[src/rtl/phase_mixer.sv]
// Sign-magnitude shift-add multiplier that mixes an ADC sample with a reference
// sample, one multiplier bit per qzt_clk, for the downstream low-pass filter.
module phase_mixer #(
   parameter bit OFFSET_BIN = 1'b0
) (
   input  logic        qzt_clk,
   input  logic        rst_n,
   input  logic        clk_in,
   input  logic [13:0] adc_in,
   input  logic [13:0] ref_in,
   output logic [27:0] Vout,
   output logic        clk_out,
   output logic        busy,
   output logic        overrun
);

   localparam int unsigned DW = 14;
   localparam int unsigned PW = 27;
   localparam int unsigned OW = 28;
   localparam int unsigned CW = 4;
   localparam logic [CW-1:0] LAST_BIT = CW'(DW - 1);

   typedef enum logic [1:0] {IDLE, MUL, DONE} state_t;

   state_t        state;
   logic          clk_in_old;
   logic [PW-1:0] acc;
   logic [PW-1:0] mcand;
   logic [DW-1:0] mplier;
   logic [CW-1:0] count;
   logic          res_sign;

   logic          edge_det;
   logic [DW-1:0] adc_tc;
   logic [DW-1:0] adc_mag;
   logic [DW-1:0] ref_mag;
   logic [OW-1:0] acc_ext;

   // Operand conditioning: two's complement to magnitude (|-8192| still fits 14 bits)
   always_comb begin
      edge_det = clk_in & ~clk_in_old;
      adc_tc   = adc_in;
      if (OFFSET_BIN) adc_tc[DW-1] = ~adc_in[DW-1];
      adc_mag  = adc_tc[DW-1] ? (~adc_tc + DW'(1)) : adc_tc;
      ref_mag  = ref_in[DW-1] ? (~ref_in + DW'(1)) : ref_in;
      acc_ext  = {1'b0, acc};
   end

   always_ff @(posedge qzt_clk or negedge rst_n) begin
      if (!rst_n) begin
         state      <= IDLE;
         clk_in_old <= 1'b0;
         acc        <= '0;
         mcand      <= '0;
         mplier     <= '0;
         count      <= '0;
         res_sign   <= 1'b0;
         Vout       <= '0;
         clk_out    <= 1'b0;
         busy       <= 1'b0;
         overrun    <= 1'b0;
      end else begin
         clk_in_old <= clk_in;
         clk_out    <= 1'b0;
         case (state)
            IDLE: begin
               if (edge_det) begin
                  mcand    <= PW'(adc_mag);
                  mplier   <= ref_mag;
                  acc      <= '0;
                  res_sign <= adc_tc[DW-1] ^ ref_in[DW-1];
                  count    <= '0;
                  busy     <= 1'b1;
                  state    <= MUL;
               end
            end
            MUL: begin
               if (mplier[0]) acc <= acc + mcand;
               mcand  <= mcand << 1;
               mplier <= mplier >> 1;
               count  <= count + CW'(1);
               if (count == LAST_BIT) state <= DONE;
            end
            DONE: begin
               Vout    <= res_sign ? (~acc_ext + OW'(1)) : acc_ext;
               clk_out <= 1'b1;
               busy    <= 1'b0;
               state   <= IDLE;
            end
            default: state <= IDLE;
         endcase
         // Edges arriving while a product is in flight are dropped but remembered
         if (edge_det && state != IDLE) overrun <= 1'b1;
      end
   end

endmodule

[config.mk]
export PLATFORM = sky130hd
export DESIGN_NAME = phase_mixer
export DESIGN_NICKNAME = d
export VERILOG_FILES = /design/src/rtl/phase_mixer.sv
export SDC_FILE = /design/constraint.sdc
export NUM_CORES = 1
export LEC_CHECK = 0
export CAP_MARGIN = 20
export CORE_ASPECT_RATIO = 1.5
export CORE_MARGIN = 4
export CORE_UTILIZATION = 52
export DETAILED_ROUTE_END_ITERATION = 6
export PLACE_DENSITY = 0.77
export SYNTH_ARGS = -nofsm -noshare
export SYNTH_HDL_FRONTEND = slang
export SYNTH_SLANG_ARGS = --single-unit
[constraint.sdc]
create_clock -name qzt_clk -period 2.5 [get_ports qzt_clk]
set_input_delay 0.625 -clock qzt_clk [delete_from_list [all_inputs] [get_ports qzt_clk]]
set_output_delay 0.625 -clock qzt_clk [all_outputs]
set_load 0.01 [all_outputs]
==> results of run 1 <==
cell families after synthesis:
family          Yosys count  share of synthesized area, %
xor+xnor                 72                          9.88
simple gates            217                          15.7
compound gates          228                          22.1
fa+ha+maj                32                          6.39
flops                   107                          42.0
buf+inv                  52                          3.06
mux                       6                         0.941
power by group through the flow:
stage	Sequential [mW]	Combinational [mW]	Clock (mW)
after floorplan	2.87	2.89	0
after global placement	2.81	4.62	0
after detailed placement	2.86	4.77	0
after CTS	2.83	5.09	1.38
after global routing	2.93	6.00	1.46
final	2.85	5.47	1.36
per-stage QoR:
stage                     util [%]  power [mW]
final                         69.9        9.67
after global routing          69.9        10.4
after CTS                     68.3        9.30
after detailed placement      63.8        7.63
after global placement        63.8        7.43
after floorplan                  -        5.75
path summary, 6_finish.rpt:
check                           cells past startpoint              endpoint                 start
worst min register to register                      2   Vout[6]$_DFFE_PN0P_   Vout[6]$_DFFE_PN0P_
max in group asynchronous                           2  Vout[11]$_DFFE_PN0P_                 rst_n
min in group qzt_clk                                2   Vout[6]$_DFFE_PN0P_   Vout[6]$_DFFE_PN0P_
worst max register to register                     12   acc[18]$_DFFE_PN0P_  mcand[0]$_DFFE_PN0P_
worst max-delay path                               12   acc[18]$_DFFE_PN0P_  mcand[0]$_DFFE_PN0P_
worst min-delay path                                1  Vout[21]$_DFFE_PN0P_                 rst_n
state kept, by name, summed over array words and instances (netlist names):
| signal | cells |
|---|---|
| Vout | 28 |
| acc | 27 |
| mcand | 27 |
| mplier | 14 |
| count | 4 |
| state | 2 |
| busy | 1 |
| clk_in_old | 1 |
| clk_out | 1 |
| overrun | 1 |
| res_sign | 1 |
worst register-to-register path, cell delays in order, from the launching register on:
cell	delay [ns]
sky130_fd_sc_hd__dfrtp_1	0.40
sky130_fd_sc_hd__ha_2	0.21
sky130_fd_sc_hd__fa_2	0.36
sky130_fd_sc_hd__a211oi_2	0.29
sky130_fd_sc_hd__o21bai_1	0.14
sky130_fd_sc_hd__a21oi_2	0.25
sky130_fd_sc_hd__buf_4	0.17
sky130_fd_sc_hd__o41ai_4	0.07
sky130_fd_sc_hd__buf_4	0.16
sky130_fd_sc_hd__and3_4	0.18
sky130_fd_sc_hd__a31oi_4	0.18
sky130_fd_sc_hd__xnor2_2	0.13
sky130_fd_sc_hd__o21ai_1	0.08
layer usage:
metal	GRT usage (%)	vias up
met1	26.1	2761
met2	43.6	149
met4	8.85	0
li1	-	2815
met5	0	-
met3	2.82	42
layout make-up:
type | count | area [um^2]
clock buffer | 9 | 225
fill | 926 | 3620
multi-input combinational | 555 | 3800
clock inverter | 7 | 58.8
timing repair buffer | 159 | 1390
tap | 153 | 191
sequential | 107 | 2680
inverter | 13 | 48.8
cell usage in the layout, fill, tap and decap left out, types with 15 or more instances in the layout:
cell and instances:
sky130_fd_sc_hd__o31ai_1 15, sky130_fd_sc_hd__nor2_1 17, sky130_fd_sc_hd__dfrtp_1 107, sky130_fd_sc_hd__a22oi_1 22, sky130_fd_sc_hd__buf_4 88, sky130_fd_sc_hd__a21oi_1 20, sky130_fd_sc_hd__o21ai_0 89, sky130_fd_sc_hd__xor2_1 55
sky130_fd_sc_hd__nand2_1 121, sky130_fd_sc_hd__xnor2_1 15, sky130_fd_sc_hd__o21ai_1 17, sky130_fd_sc_hd__clkdlybuf4s50_1 60, sky130_fd_sc_hd__ha_1 29
repair_timing:
| action | in CTS | in global routing |
|---|---|---|
| setup buffers | 18 | 7 |
| gates resized for setup | 25 | 45 |
| endpoints found under the setup margin | 14 | 28 |
| pin swaps | 26 | 24 |
==> run summary, run 1 <==
DIE
---------------------------------------------------------------------------------
Height of the chip                                                         144 um
Total core area                                                       12,000 um^2
Ports                                                                          62
Standard-cell rows                                                             49
Die Span X                                                                98.5 um
Starting utilization of the core area                                       53.1%
Area of the die                                                       14,100 um^2

PLACED DESIGN
---------------------------------------------------------------------------------
Dpl cell area                                                           7670 um^2
GP Congestion                                                               0.921
Cell count after placement                                                    966
# port buffers                                                                 61
HPWL after detailed placement                                           11,900 um
DP Worst Slack                                                          -0.236 ns

YOSYS
---------------------------------------------------------------------------------
Top-count cell post-synth                                            sky130_fd_sc_hd__nand2_1
Fraction of synthesis flops using an asynchronous set or reset pin           100%
Most used DFF post-synth                                             sky130_fd_sc_hd__dfrtp_1
Synth top cells by count                                             sky130_fd_sc_hd__nand2_1 (122), sky130_fd_sc_hd__o21ai_0 (108), sky130_fd_sc_hd__dfrtp_1 (107)
Register bit count reported by yosys                                          107
Yosys warnings                                                                  0
Average cell area after synthesis                                       8.94 um^2
EDFF count, synth                                                               0
Distinct cells, synth                                                          48
Top area cells in the synthesized netlist                            sky130_fd_sc_hd__dfrtp_1 (42%), sky130_fd_sc_hd__o21ai_0 (8.5%), sky130_fd_sc_hd__xor2_1 (7.5%)
Post-synth top area share                                                   42.0%
Post-synthesis cell area                                                6380 um^2
Mapped Nets                                                                   777
Cell type contributing the most total cell area after synthesis      sky130_fd_sc_hd__dfrtp_1
Syn Inst Count                                                                714
Sequential-to-total area share from yosys stat                              42.0%

CRITICAL PATH
---------------------------------------------------------------------------------
Max stage delay cell, worst path                                     sky130_fd_sc_hd__dfrtp_1
Setup crit start kind                                                   flip-flop
Bufs and invs on worst path                                                     2
Register-to-register setup slack                                         -0.21 ns
Worst path max stage delay                                                0.40 ns
Critical path required time                                               2.74 ns
WP data arrival                                                           2.95 ns
Most prevalent standard cell on the critical path                    sky130_fd_sc_hd__buf_4
Kind of critical path                                                flip-flop to flip-flop
Highest fanout seen on the critical path                                        3
Cell family contributing the most delay on the critical path         compound AO/OA/AOI/OAI gates
Kind of end point of the critical path                                  flip-flop
Ordered cell list for the critical path                              ha_2, fa_2, a211oi_2, o21bai_1, a21oi_2, buf_4, o41ai_4, buf_4, and3_4, a31oi_4, xnor2_2, o21ai_1

GRT
---------------------------------------------------------------------------------
Total overflow reported by the global router                                    0
Number of global-route vias before repair                                   5,837
Total GRT Usage                                                             23.0%
Global-route wire length before repair                                  26,600 um
Antenna violations before repair                                                0
Pin count of the biggest net entering global routing                           58

DRT
---------------------------------------------------------------------------------
Met3 wire length                                                           549 um
Number of nets still failing antenna checks after routing                       0
WL final                                                                16,200 um
1st-iter DRT viols                                                            263
Number of design rule violations left after detail routing                      0
Detailed Routing Iterations Pass 1                                              5
Max Used Layer                                                               met4
Total via count after detailed routing                                      5,767
Vias/cell                                                                    5.75
M1 WL                                                                     6480 um
Detailed-route wire length per cell                                       16.2 um
Detail Route met2 WL                                                      8680 um

STA
---------------------------------------------------------------------------------
Slew Limit Headroom                                                         36.9%
Final period utilization                                                     109%
Worst-case clock skew                                                  0.00967 ns
Final Setup Violations                                                         13
Fmax                                                                      368 MHz
Tightest Pin Transition                                                  0.946 ns
Worst path setup slack after routing                                    -0.214 ns
Setup repair after global routing missed its margin                          true
Number of hold-slack violations in the final timing report                      0
Total negative setup slack                                               -1.27 ns
Time the worst path needs with I/O delays and setup                       2.71 ns
Hold Slack                                                               0.264 ns
Final slew viol count                                                           0

POWER AND IR DROP
---------------------------------------------------------------------------------
Net switching component of the power                                      4.12 mW
Proportion of power drawn by flip-flops and latches                         29.4%
VDD IR-drop max                                                        0.000527 V
Power density over the cells                                         1150 nW/um^2
Net switching fraction of the power                                         42.6%
P_int                                                                     5.55 mW
Clk network pwr share                                                       14.0%
Share of power burned in combinational logic                                56.6%
LEAKAGE                                                                   3.79 nW

CLOCKING
---------------------------------------------------------------------------------
Clock Pin Slew Worst Setup and Hold Paths                                 0.08 ns
Hold bufs inserted after CTS                                                    0
TritonCTS clock tree                                                        built
Number of sinks on the clock net                                              107
Insertion delay to the later sink of the worst-skew pair                  0.35 ns
Clk buf depth                                                                   2
Buffer type at the clock tree root                                   sky130_fd_sc_hd__clkbuf_16
Htree depth                                                                     3
CTS buffer count                                                                9

STATUS
---------------------------------------------------------------------------------
Result of the run                                                    complete, but fails checks
Violations in the final reports                                      setup timing

LAYOUT
---------------------------------------------------------------------------------
ANT cells                                                                       0
# nets final                                                                  908
Fraction of final layout cells with drive strength greater than 1           18.8%
P&R area growth vs syn                                                      31.6%
Final standard cell area without fillers                                8400 um^2
Number of non-filler instances in the completed layout                      1,003

HOLD PATH
---------------------------------------------------------------------------------
Worst min-delay path class                                           input port to asynchronous set/reset pin

RUN
---------------------------------------------------------------------------------
Max-cap check violation count                                                   0

(Power assumes the default switching activity.)
==> inputs of run 2 (changes only) <==
==> constraint.sdc (replaced) <==
create_clock -name qzt_clk -period 2.5 [get_ports qzt_clk]
set_input_delay 0.625 -clock qzt_clk [delete_from_list [all_inputs] [get_ports qzt_clk]]
set_output_delay 0.625 -clock qzt_clk [all_outputs]
set_load 0.005 [all_outputs]
==> results of run 2 <==
The final DEF is identical to that of run 1. Status: complete, but fails checks: setup timing.
Main changes from that run: total power 9.67 mW -> 9.61 mW
==> inputs of run 3 (changes only) <==
--- a/config.mk
+++ b/config.mk
@@ -8,9 +8,9 @@
 export CAP_MARGIN = 20
 export CORE_ASPECT_RATIO = 1.5
 export CORE_MARGIN = 4
-export CORE_UTILIZATION = 52
+export CORE_UTILIZATION = 50
 export DETAILED_ROUTE_END_ITERATION = 6
-export PLACE_DENSITY = 0.77
+export PLACE_DENSITY_LB_ADDON = 0.1
 export SYNTH_ARGS = -nofsm -noshare
 export SYNTH_HDL_FRONTEND = slang
 export SYNTH_SLANG_ARGS = --single-unit
==> run summary, run 3 (synthesized netlist as in run 1, its figures left out) <==
STATUS
----------------------------------------------------------------------------------
Result of the run                                                     complete, but fails checks
Violations in the final reports                                       setup timing

CRITICAL PATH
----------------------------------------------------------------------------------
WP data arrival                                                            2.84 ns   -0.11 ns
Kind of end point of the critical path                                   flip-flop
Critical path required time                                                2.72 ns   -0.02 ns
Kind of critical path                                                 flip-flop to flip-flop
Setup crit start kind                                                    flip-flop
Register-to-register setup slack                                          -0.12 ns   +0.09 ns
Highest fanout seen on the critical path                                         3   unchanged

GRT
----------------------------------------------------------------------------------
Antenna violations before repair                                                 0   unchanged
Global-route wire length before repair                                   25,200 um   -5.5%
Total GRT Usage                                                              20.9%   -2.1 points
Total overflow reported by the global router                                     0   unchanged
Pin count of the biggest net entering global routing                            58   unchanged
Number of global-route vias before repair                                    5,424   -7.1%

LAYOUT
----------------------------------------------------------------------------------
ANT cells                                                                        0   unchanged
Leading cell type in the layout, fill and taps excluded               sky130_fd_sc_hd__nand2_1
Fraction of final layout cells with drive strength greater than 1            16.9%   -1.9 points
P&R area growth vs syn                                                       29.2%
Registers with the most flip-flops                                    Vout x28, acc x27, mcand x27
# nets final                                                                   884   -2.6%
Most used cells in the layout excluding fill and tap cells            sky130_fd_sc_hd__nand2_1 (121), sky130_fd_sc_hd__dfrtp_1 (107), sky130_fd_sc_hd__o21ai_0 (94), sky130_fd_sc_hd__buf_4 (72), sky130_fd_sc_hd__clkdlybuf4s50_1 (60)
Number of non-filler instances in the completed layout                         982   -2.1%
Flip-flop count of the largest register, all copies and words added             28   unchanged
Post-route core utilization                                                  65.9%   -4.0 points
Register with the most flip-flops                                             Vout
Fill cells                                                                   1,070   +16%

DIE
----------------------------------------------------------------------------------
Height of the chip                                                          146 um   +1.9%
Die Span X                                                                  100 um   +1.8%
Total core area                                                        12,500 um^2   +4.1%
Standard-cell rows                                                              50   +2.0%
Starting utilization of the core area                                        51.0%   -2.1 points
Ports                                                                           62   unchanged
Area of the die                                                        14,700 um^2   +3.7%

CLOCKING
----------------------------------------------------------------------------------
Buffer type at the clock tree root                                    sky130_fd_sc_hd__clkbuf_16
Insertion delay to the later sink of the worst-skew pair                   0.35 ns   about the same
CTS buffer count                                                                 9   unchanged
Number of sinks on the clock net                                               107   unchanged
TritonCTS clock tree                                                         built
Htree depth                                                                      3   unchanged
Clock Pin Slew Worst Setup and Hold Paths                                  0.07 ns   about the same
Clk buf depth                                                                    2   unchanged

STA
----------------------------------------------------------------------------------
Number of hold-slack violations in the final timing report                       0   unchanged
Worst path setup slack after routing                                     -0.123 ns   +0.0905 ns
Final slew viol count                                                            0   unchanged
Final period utilization                                                      105%   -3.6 points
Hold Slack                                                                0.239 ns   -0.0256 ns
Slew Limit Headroom                                                          37.1%   +0.21 points
Time the worst path needs with I/O delays and setup                        2.62 ns   -0.0905 ns
Tightest Pin Transition                                                   0.943 ns   -0.00314 ns
Fmax                                                                       381 MHz   +3.5%
Worst-case clock skew                                                   0.00750 ns   -0.00217 ns
Setup repair after global routing missed its margin                           true
Final Setup Violations                                                           9   -4

POWER AND IR DROP
----------------------------------------------------------------------------------
Net switching fraction of the power                                          41.2%
Total power after layout                                                   9.32 mW
LEAKAGE                                                                    3.69 nW   -2.6%
P_int                                                                      5.48 mW
Power density over the cells                                          1130 nW/um^2
VDD IR-drop max                                                         0.000561 V
Share of power burned in combinational logic                                 53.6%
Net switching component of the power                                       3.84 mW
Clk network pwr share                                                        15.6%
Proportion of power drawn by flip-flops and latches                          30.8%

PLACED DESIGN
----------------------------------------------------------------------------------
# port buffers                                                                  61   unchanged
GP Congestion                                                                0.907   -1.6%
HPWL after detailed placement                                            11,500 um   -3.3%
Cell count after placement                                                     959   -0.72%

DRT
----------------------------------------------------------------------------------
Total via count after detailed routing                                       5,556   -3.7%
Detailed Routing Iterations Pass 1                                               4   -1
Vias/cell                                                                     5.66   -1.6%
Number of design rule violations left after detail routing                       0   unchanged
1st-iter DRT viols                                                             222   -16%
WL final                                                                 15,000 um   -7.4%
Detailed-route wire length per cell                                        15.3 um   -5.5%
Number of nets still failing antenna checks after routing                        0   unchanged

HOLD PATH
----------------------------------------------------------------------------------
Worst min-delay path class                                            input port to asynchronous set/reset pin

RUN
----------------------------------------------------------------------------------
Max-cap check violation count                                                    0   unchanged

run 3: changes by cell type in the layout (fill, tap and decap cells not counted), moves of 3 or more:
cell	previous run	this run
sky130_fd_sc_hd__inv_6	4	0
sky130_fd_sc_hd__a21oi_1	20	17
sky130_fd_sc_hd__buf_4	88	72
sky130_fd_sc_hd__o21ai_1	17	12
sky130_fd_sc_hd__ha_2	1	4
sky130_fd_sc_hd__buf_6	10	0
sky130_fd_sc_hd__o21ai_0	89	94
run 3: per-layer routing:
metal  up-vias  share of wire, %  GRT usage, %
met1      2621                41          25.1
li1       2777                 -             -
met3        30               4.1          2.82
met2       128                53          37.6
met5         -                 0             0
met4         0               2.3          6.88
run 3: layout make-up:
| cell class | count | area, um^2 | share of cell area [%] |
|---|---|---|---|
| clock buffers | 12 | 256 | 3.11 |
| clock inverters | 4 | 48.8 | 0.592 |
| inverters | 13 | 51.3 | 0.622 |
| multi-input cells | 555 | 3810 | 46.3 |
| flip-flops and latches | 107 | 2680 | 32.5 |
| well taps | 156 | 195 | 2.37 |
| repair buffers | 135 | 1200 | 14.6 |
run 3: power groups by stage:
stage,Sequential (mW),Clock [mW],Combinational [mW]
global placement,2.85,0,4.48
detailed placement,2.89,0,4.60
finish,2.87,1.45,5.00
floorplan,2.81,0,2.89
CTS,2.87,1.48,4.79
global route,2.96,1.54,5.57
run 3: metrics by stage:
step / worst slack (ns) / TNS, ns / area [um^2]
floorplan: -0.0171 / -0.0171 / 6420
global placement: -0.0894 / -0.616 / 7620
detailed placement: -0.193 / -1.39 / 7620
CTS: -0.124 / -0.646 / 8060
global route: -0.276 / -2.26 / 8250
finish: -0.123 / -0.672 / 8250
run 3: path summary, 6_finish.rpt:
check                                      from                   end  cells after the start
setup / recovery             acc[0]$_DFFE_PN0P_   acc[24]$_DFFE_PN0P_                     10
hold / removal                            rst_n   Vout[2]$_DFFE_PN0P_                      1
setup reg to reg             acc[0]$_DFFE_PN0P_   acc[24]$_DFFE_PN0P_                     10
hold reg to reg            Vout[27]$_DFFE_PN0P_  Vout[27]$_DFFE_PN0P_                      2
max in group asynchronous                 rst_n  Vout[20]$_DFFE_PN0P_                      2
min in group qzt_clk       Vout[27]$_DFFE_PN0P_  Vout[27]$_DFFE_PN0P_                      2
run 3: critical path, cell delays in order (launching register included):
cell and delay (ns):
sky130_fd_sc_hd__dfrtp_1 0.41, sky130_fd_sc_hd__ha_2 0.21, sky130_fd_sc_hd__fa_2 0.35, sky130_fd_sc_hd__a211oi_2 0.22
sky130_fd_sc_hd__o21bai_1 0.11, sky130_fd_sc_hd__a21oi_2 0.23, sky130_fd_sc_hd__a21oi_2 0.10, sky130_fd_sc_hd__a311o_1 0.44
sky130_fd_sc_hd__a41oi_2 0.22, sky130_fd_sc_hd__xnor2_1 0.13, sky130_fd_sc_hd__o21ai_1 0.08
run 3: what timing repair did:
item                                    CTS  global route
hold buffers                              0             0
endpoints found under the setup margin   16            27
pin swaps                                10            21
resized for setup                        27            37
buffers inserted                          3             4
